--- config.mk ---
export PLATFORM = sky130hd
export DESIGN_NAME = replay_scheduler
export DESIGN_NICKNAME = d
export VERILOG_FILES = /design/src/rtl/replay_scheduler_pkg.sv /design/src/rtl/replay_scheduler_rr_pick.sv /design/src/rtl/replay_scheduler.sv
export SDC_FILE = /design/constraint.sdc
export NUM_CORES = 1
export LEC_CHECK = 0
export ABC_AREA = 1
export BUFFER_PORTS_ARGS = -buffer_cell sky130_fd_sc_hd__buf_2
export CORE_MARGIN = 2
export CORE_UTILIZATION = 38
export DETAILED_ROUTE_END_ITERATION = 8
export HOLD_SLACK_MARGIN = 0.15
export SYNTH_ARGS = -nofsm -noshare
export SYNTH_HDL_FRONTEND = slang
export SYNTH_SLANG_ARGS = --single-unit
--- constraint.sdc ---
create_clock -name clk -period 2.2 [get_ports clk]
set_input_delay 0.11 -clock clk [delete_from_list [all_inputs] [get_ports clk]]
set_output_delay 0.11 -clock clk [all_outputs]
set_load 0.005 [all_outputs]
--- src/rtl/replay_scheduler_pkg.sv ---
// Shared types and helpers for the replay scheduler.
package replay_scheduler_pkg;

    // Cooldown counter width; covers COOLDOWN values 0..15.
    localparam int unsigned CD_W = 4;

    typedef enum logic [1:0] {
        ST_IDLE     = 2'd0,
        ST_GRANT    = 2'd1,
        ST_COOLDOWN = 2'd2
    } state_t;

    // True when an index of width w can address all n requesters.
    function automatic bit idx_w_ok(input int unsigned n, input int unsigned w);
        return (w < 32) && ((32'd1 << w) >= n);
    endfunction

endpackage

--- src/rtl/replay_scheduler_rr_pick.sv ---
// Combinational round-robin pick: first set request at or after ptr, wrapping modulo N.
module rr_pick #(
    parameter int unsigned N     = 3,
    parameter int unsigned IDX_W = 2
) (
    input  logic [N-1:0]     req,
    input  logic [IDX_W-1:0] ptr,
    output logic             any,
    output logic [IDX_W-1:0] idx
);

    localparam int unsigned CW = IDX_W + 1;

    // Scan offsets from farthest to nearest so the nearest set request wins.
    always_comb begin
        logic [CW-1:0] cand;
        any  = 1'b0;
        idx  = '0;
        cand = '0;
        for (int off = int'(N) - 1; off >= 0; off--) begin
            cand = {1'b0, ptr} + CW'(off);
            if (cand >= CW'(N)) begin
                cand = cand - CW'(N);
            end
            if (req[cand[IDX_W-1:0]]) begin
                any = 1'b1;
                idx = cand[IDX_W-1:0];
            end
        end
    end

endmodule

--- src/rtl/replay_scheduler.sv ---
// Shares one downstream replay port among N requesters: round-robin grant,
// hold until accepted, then a fixed cooldown gap; counts accepted replays.
module replay_scheduler
    import replay_scheduler_pkg::*;
#(
    parameter int unsigned N        = 3,
    parameter int unsigned IDX_W    = 2,
    parameter int unsigned COOLDOWN = 2,
    parameter int unsigned CNT_W    = 8
) (
    input  logic             clk,
    input  logic             reset,
    input  logic [N-1:0]     io_req_valid,
    output logic [N-1:0]     io_req_ready,
    output logic             io_out_valid,
    input  logic             io_out_ready,
    output logic [IDX_W-1:0] io_out_idx,
    output logic             io_busy,
    output logic [CNT_W-1:0] io_replay_count,
    input  logic             io_clear
);

    if (!idx_w_ok(N, IDX_W)) begin : g_idx_w_check
        $error("replay_scheduler: IDX_W too narrow for N");
    end

    state_t             state;
    logic [IDX_W-1:0]   ptr;
    logic [IDX_W-1:0]   grant;
    logic [CD_W-1:0]    cd_cnt;
    logic [CNT_W-1:0]   count;

    logic               pick_any;
    logic [IDX_W-1:0]   pick_idx;
    logic               handshake;

    rr_pick #(
        .N     (N),
        .IDX_W (IDX_W)
    ) u_rr_pick (
        .req (io_req_valid),
        .ptr (ptr),
        .any (pick_any),
        .idx (pick_idx)
    );

    assign handshake       = (state == ST_GRANT) && io_out_ready;
    assign io_out_valid    = (state == ST_GRANT);
    assign io_out_idx      = grant;
    assign io_busy         = (state != ST_IDLE);
    assign io_replay_count = count;

    // One-hot acknowledge to the granted requester, only in the handshake cycle.
    always_comb begin
        io_req_ready = '0;
        if (handshake) begin
            io_req_ready[grant] = 1'b1;
        end
    end

    // Scheduler FSM, round-robin pointer, cooldown timer and saturating count.
    always_ff @(posedge clk or posedge reset) begin
        if (reset) begin
            state  <= ST_IDLE;
            ptr    <= '0;
            grant  <= '0;
            cd_cnt <= '0;
            count  <= '0;
        end else begin
            if (io_clear) begin
                count <= '0;
            end else if (handshake && (count != '1)) begin
                count <= count + CNT_W'(1);
            end

            case (state)
                ST_IDLE: begin
                    if (pick_any) begin
                        grant <= pick_idx;
                        state <= ST_GRANT;
                    end
                end
                ST_GRANT: begin
                    if (handshake) begin
                        ptr <= (grant == IDX_W'(N - 1)) ? '0 : grant + IDX_W'(1);
                        if (COOLDOWN == 0) begin
                            state <= ST_IDLE;
                        end else begin
                            cd_cnt <= CD_W'(COOLDOWN - 1);
                            state  <= ST_COOLDOWN;
                        end
                    end else if (!io_req_valid[grant]) begin
                        state <= ST_IDLE;
                    end
                end
                ST_COOLDOWN: begin
                    if (cd_cnt == '0) begin
                        state <= ST_IDLE;
                    end else begin
                        cd_cnt <= cd_cnt - CD_W'(1);
                    end
                end
                default: begin
                    state <= ST_IDLE;
                end
            endcase
        end
    end

endmodule

## After elaboration in Yosys (flattened, before gate mapping)

Cells that the tools add are included.
Widths: inputs -> output; s select.

- Bits of input ports: 7
- Register bits after elaboration: 18

- Muxes and demuxes: 31
- Order comparisons: 8
- $add $sub $neg: 8
- Reduce and logical (&&, ||, !) cells: 12
- Equality and inequality tests: 9

Operators with widths:

| kind | count |
|---|---|
| $mux 2 | 11 |
| $mux 8 | 2 |
| $lt 2x3->1 const B | 4 |
| $add 8x1->8 const B | 1 |
| $bmux 1 s2 | 4 |
| $mux 1 | 8 |
| $mux 4 | 2 |
| $ne 8x8->1 const B | 1 |
| $pmux 4 s2 | 1 |
| $ge 3x2->1 const B | 2 |
| $ne 2x2->1 const B | 3 |
| $pmux 2 s3 | 1 |
| $reduce_and 3->1 | 2 |
| $reduce_bool 2->1 | 3 |
| $sub 2x2->2 const B | 3 |
| $eq 2x2->1 const B | 2 |
| $logic_not 4->1 | 1 |
| $reduce_and 2->1 | 2 |
| $sub 4x1->4 const B | 1 |
| $add 2x1->3 const B | 1 |
| $add 2x2->3 const B | 1 |
| $logic_and 1x1->1 | 3 |
| $mux 3 | 1 |
| $ne 3x3->1 const B | 1 |
| 7 further kinds | 7 |

## Depth between registers and ports, before layout

- Depth in word-level cells: 10
- Depth in mapped cells: 11

## Modules after synthesis

Synthesis repeated with hierarchy kept, for this count alone.

- Cell total of the unflattened synthesis: 178
- Area total of the unflattened synthesis: 1,243.7 um^2

Modules (own cells, without submodules):

| module | area an instance (um^2) | times used | cells an instance |
|---|---|---|---|
| replay_scheduler | 1,048.5 | 1 | 139 |
| rr_pick | 195.2 | 1 | 39 |

## Worst setup path after synthesis

OpenSTA, ideal clock, no wires.

- Path type: register to register
- From: reg ptr[0]
- To: reg grant[1], in the netlist io_out_idx[1]
- Cell stages (with the launch flop): 12
- Required time: 2.081 ns
- Buffers on the path: 0
- Period minus slack after synthesis: 1.529 ns
- Data arrival time: 1.410 ns
- Slack: 0.671 ns
- Cells stage by stage: dfrtp_1 inv_1 ha_1 inv_2 nand2_2 nand2_2 a21oi_4 nand3_2 nand2_2 inv_2 nand2_1 o21ai_2

- Word-level cells in the longest chain between the ends: 9
- Elaborated cells between the ends (all ways): 24
- Classes of those cells: add/sub (5); order compare (3); mux (15); reduce/logical (1)

RTL lines:

| item | RTL line | text |
|---|---|---|
| start, declared | replay_scheduler.sv:28 | `logic [IDX_W-1:0] ptr;` |
| start signal, assigned | replay_scheduler.sv:85 | `ptr <= (grant == IDX_W'(N - 1)) ? '0 : grant + IDX_W'(1);` |
| $add 2x2->3 | replay_scheduler_rr_pick.sv:21 | `cand = {1'b0, ptr} + CW'(off);` |
| $ge 3x2->1 / $sub 2x2->2 (equally long branches) | replay_scheduler_rr_pick.sv:22, replay_scheduler_rr_pick.sv:23 |  |
| $mux 2 | replay_scheduler_rr_pick.sv:22 | `if (cand >= CW'(N)) begin` |
| $bmux 1 s2 | replay_scheduler_rr_pick.sv:25 | `if (req[cand[IDX_W-1:0]]) begin` |
| $mux 1 (not written as such) | replay_scheduler_rr_pick.sv:25 |  |
| $mux 1 (3 in a row) | replay_scheduler_rr_pick.sv:25 |  |
| $reduce_and 2->1 (no line) | n/a |  |
| end signal, assigned | replay_scheduler.sv:79 | `grant <= pick_idx;` |
| end, declared | replay_scheduler.sv:29 | `logic [IDX_W-1:0] grant;` |

Parallel ways exist; a longest one is shown, timed or not. The select of a mux whose other input is x is not followed.
A chain may end at the register's enable or synchronous reset.

## Worst setup path in the final report

- From: reg state[1]
- To: out io_req_ready[0]

- Word-level cells in the longest chain between the ends: 3

RTL lines:

| item | RTL line | text |
|---|---|---|
| start, declared | replay_scheduler.sv:27 | `state_t state;` |
| start signal, assigned | replay_scheduler.sv:64 | `state <= ST_IDLE;` |
| start signal, assigned | replay_scheduler.sv:80 | `state <= ST_GRANT;` |
| start signal, assigned | replay_scheduler.sv:87 | `state <= ST_IDLE;` |
| $eq 2x1->1 | replay_scheduler.sv:47 | `assign handshake = (state == ST_GRANT) && io_out_ready;` |
| $logic_and 1x1->1 | replay_scheduler.sv:47 |  |
| $mux 3 | replay_scheduler.sv:56 | `if (handshake) begin` |
| end, declared | replay_scheduler.sv:14 | `output logic [N-1:0] io_req_ready,` |

No other way between the ends.

==> impl_metrics.yaml <==
clock_tree:
  clockBufferDepth: 2
  root_buffer: "clkbuf_4"
  cts-resized-gates: 0
  cts_tree: "built"
  clock_latency_ps: 300
  numCtsBuffers: 3
  cts_num_sinks: 18
  clk_pin_slew_ps: 120
  cts_setup_buffers: 0
  h-tree-depth: 1
  hold_buffers: 2
setup_path:
  arrival_ps: 1590
  path_cells: "inv_1 -> ha_1 -> nand2_1 -> nor3_1 -> buf_2"
  crit_slowest_cell: "dfrtp_1"
  rr_worst_depth: 11
  r2r-end: "io_out_idx[1]"
  worst_path_largest_cell_delay_ps: 420
  path_max_fanout: 4
  critPathRequiredTime_ps: 2090
  start_kind: "flip-flop"
  reg2reg_from: "ptr[0]"
  end_kind: "output pin"
  crit_type: "reg2out"
  reg2reg_slack_ps: 510
logic_synthesis:
  ys_warn_count: 0
  avgSynthCellArea_um2: 7.86
  syn_inst: 164
  yosysSeqAreaShare_pct: 35.0
  syn_area_mm2: 0.00129
  synth.ff_latch_count: 18
  synth_edf_count: 0
  async_flop_share_pct: 100
  synth_cell_types: 29
  netlist_top_cells_area: "dfrtp_1 35%, nand3_1 10%, ha_1 9.7%"
  synth_fp_nets: 181
  synth_top_area_share_pct: 35.0
  synth-main-ff-cell: "dfrtp_1"
  yosysTopAreaCell: "dfrtp_1"
flow_run:
  cap_violations: 0
die:
  start_util_pct: 39.2
  fp.dieArea_mm2: 0.00387
  die_width_um: 62.2
  rows: 21
  coreArea_mm2: 0.00328
  fp.dieH_um: 62.2
  boundaryPins: 22
cells_and_area:
  fin_nets: 208
  n_antenna_cell: 0
  fin_util_pct: 45.6
  drive_above_1_share_pct: 20.0
  area_growth_pct: 16.1
  design_area_mm2: 0.00150
route:
  drt_pass1_iterations: 4
  drtIter0Drc: 42
  routed_wl_um: 2790
  ant_nets: 0
  vias_per_cell: 5.10
  wl_per_cell_um: 11.8
  vias: 1203
  drc: 0
timing:
  finalCriticalPeriod_ps: 1700
  tns_ps: 0
  maxSlewHeadroom_pct: 53.0
  slew_violations: 0
  worst_slew_pin_slew_ps: 704
  finClkSkew_ps: 5.25
  finalHoldViolCount: 0
  rsz0062_at_grt: "no"
  period_share_pct: 77.4
  max_freq_mhz: 588
  setup_viol: 0
power:
  power.density_mw_per_mm2: 1190
  power.total_mw: 1.77
  vdd.ir_drop.worst_mv: 0.446
  leakagePower_nw: 0.785
hold_path:
  min-delay-start: "io_req_valid[2]"
  min_path_type: "in2reg"
  hold-path-cell-count: 5
  holdPathEnd: "io_out_idx[1]"
placement:
  hpwl_um: 2150
  port_buffers: 21
  finalWeightedCongestion: 0.802
  place_area_mm2: 0.00144
grt:
  antenna_found_initial: 0
  grt_pass1_vias: 1178
  grt_pass1_wl_um: 4920
  track_usage_pct: 15.6
  grt_overflow: 0
  grt_max_degree: 19
outcome:
  status: "finished, final reports clean"
worst max path at each step:
stage,from,end,slack [ps],cells past startpoint
after CTS,state[1],io_req_ready[1],490,5
after floorplan,ptr[0],io_out_idx[1],670,11
final,state[1],io_req_ready[0],500,5
after global placement,ptr[0],io_out_idx[1],550,11
after global routing,state[1],io_req_ready[0],360,5
after detailed placement,ptr[0],io_out_idx[1],540,11
layout by cell type, fill, tap and decap left out:
cell,count
nand2_1,28
nand3_1,27
inv_1,24
buf_2,21
dfrtp_1,18
ha_1,10
nor2_1,8
o21ai_0,7
xor2_1,5
nand2_2,4
nand4_1,4
o31ai_1,4
nor3_1,4
o21ai_1,3
clkbuf_4,3
inv_2,2
o21bai_1,2
dlygate4sd3_1,2
a21oi_4,1
nand4_2,1
nand3_2,1
clkinv_2,1
nand3_4,1
o21ai_4,1
clkinv_1,1
a21oi_1,1
xnor2_1,1
o22ai_1,1
nor3b_1,1
o211ai_1,1
o21ai_2,1
clkbuf_8,1
critical path, delay by kind of cell, from the launching register on:
kind / cells / cell delay, ps
buffers and inverters: 2 / 270
AND/OR/NAND/NOR: 2 / 420
flip-flops: 1 / 420
adder cells (fa/ha/maj): 1 / 180
where the power goes:
| group | switching (mW) | internal (mW) |
|---|---|---|
| clock network | 0.117 | 0.101 |
| logic | 0.664 | 0.389 |
| registers | 0.0798 | 0.425 |
| total | 0.860 | 0.914 |
kinds of logic after synthesis:
kind of cell,Yosys count,synth area share [%]
AOI/OAI and AO/OA,22,12.0
DFF,18,35.0
adders and majority gates,10,9.71
buffers and inverters,29,9.13
xor gates and xnor gates,6,4.08
and+or+nand+nor,79,30.1
state kept, by name, indices dropped and copies added (netlist names):
register	flops
ptr	2
io_out_idx	2
io_replay_count	8
cd_cnt	4
state	2
Yosys cell counts, drive strengths merged (2+ instances only):
master and n:
xor2 5, ha 10, dfrtp 18, inv 26, a21oi 2, nor2 8, nand4 5, nand2 32
o31ai 4, o21ai 12, clkinv 2, nand3 29, nor3 4, o21bai 2
layout make-up:
cell class              count  area [um^2]
fillers                   315         1790
multi-input cells         117          721
flip-flops and latches     18          450
repair buffers             23          125
inverters                  28          106
well taps                  46         57.6
clock buffers               4         36.3
per-stage QoR:
| stage | instances | worst slack (ps) | hold slack, ps |
|---|---|---|---|
| after floorplan | 164 | 671 | 48.6 |
| after global placement | 230 | 555 | 266 |
| after detailed placement | 230 | 543 | 269 |
| after CTS | 236 | 492 | 196 |
| after global routing | 236 | 364 | 216 |
| final | 236 | 498 | 210 |
layer usage:
| metal | vias to the layer above | share of wire, % | track usage (%) |
|---|---|---|---|
| met2 | 37 | 48 | 26.5 |
| li1 | 598 | - | - |
| met3 | 6 | 4.8 | 4.53 |
| met5 | - | 0 | 0 |
| met4 | 0 | 1.9 | 4.72 |
| met1 | 562 | 45 | 19.1 |
Power figures use the tool's default switching activity.
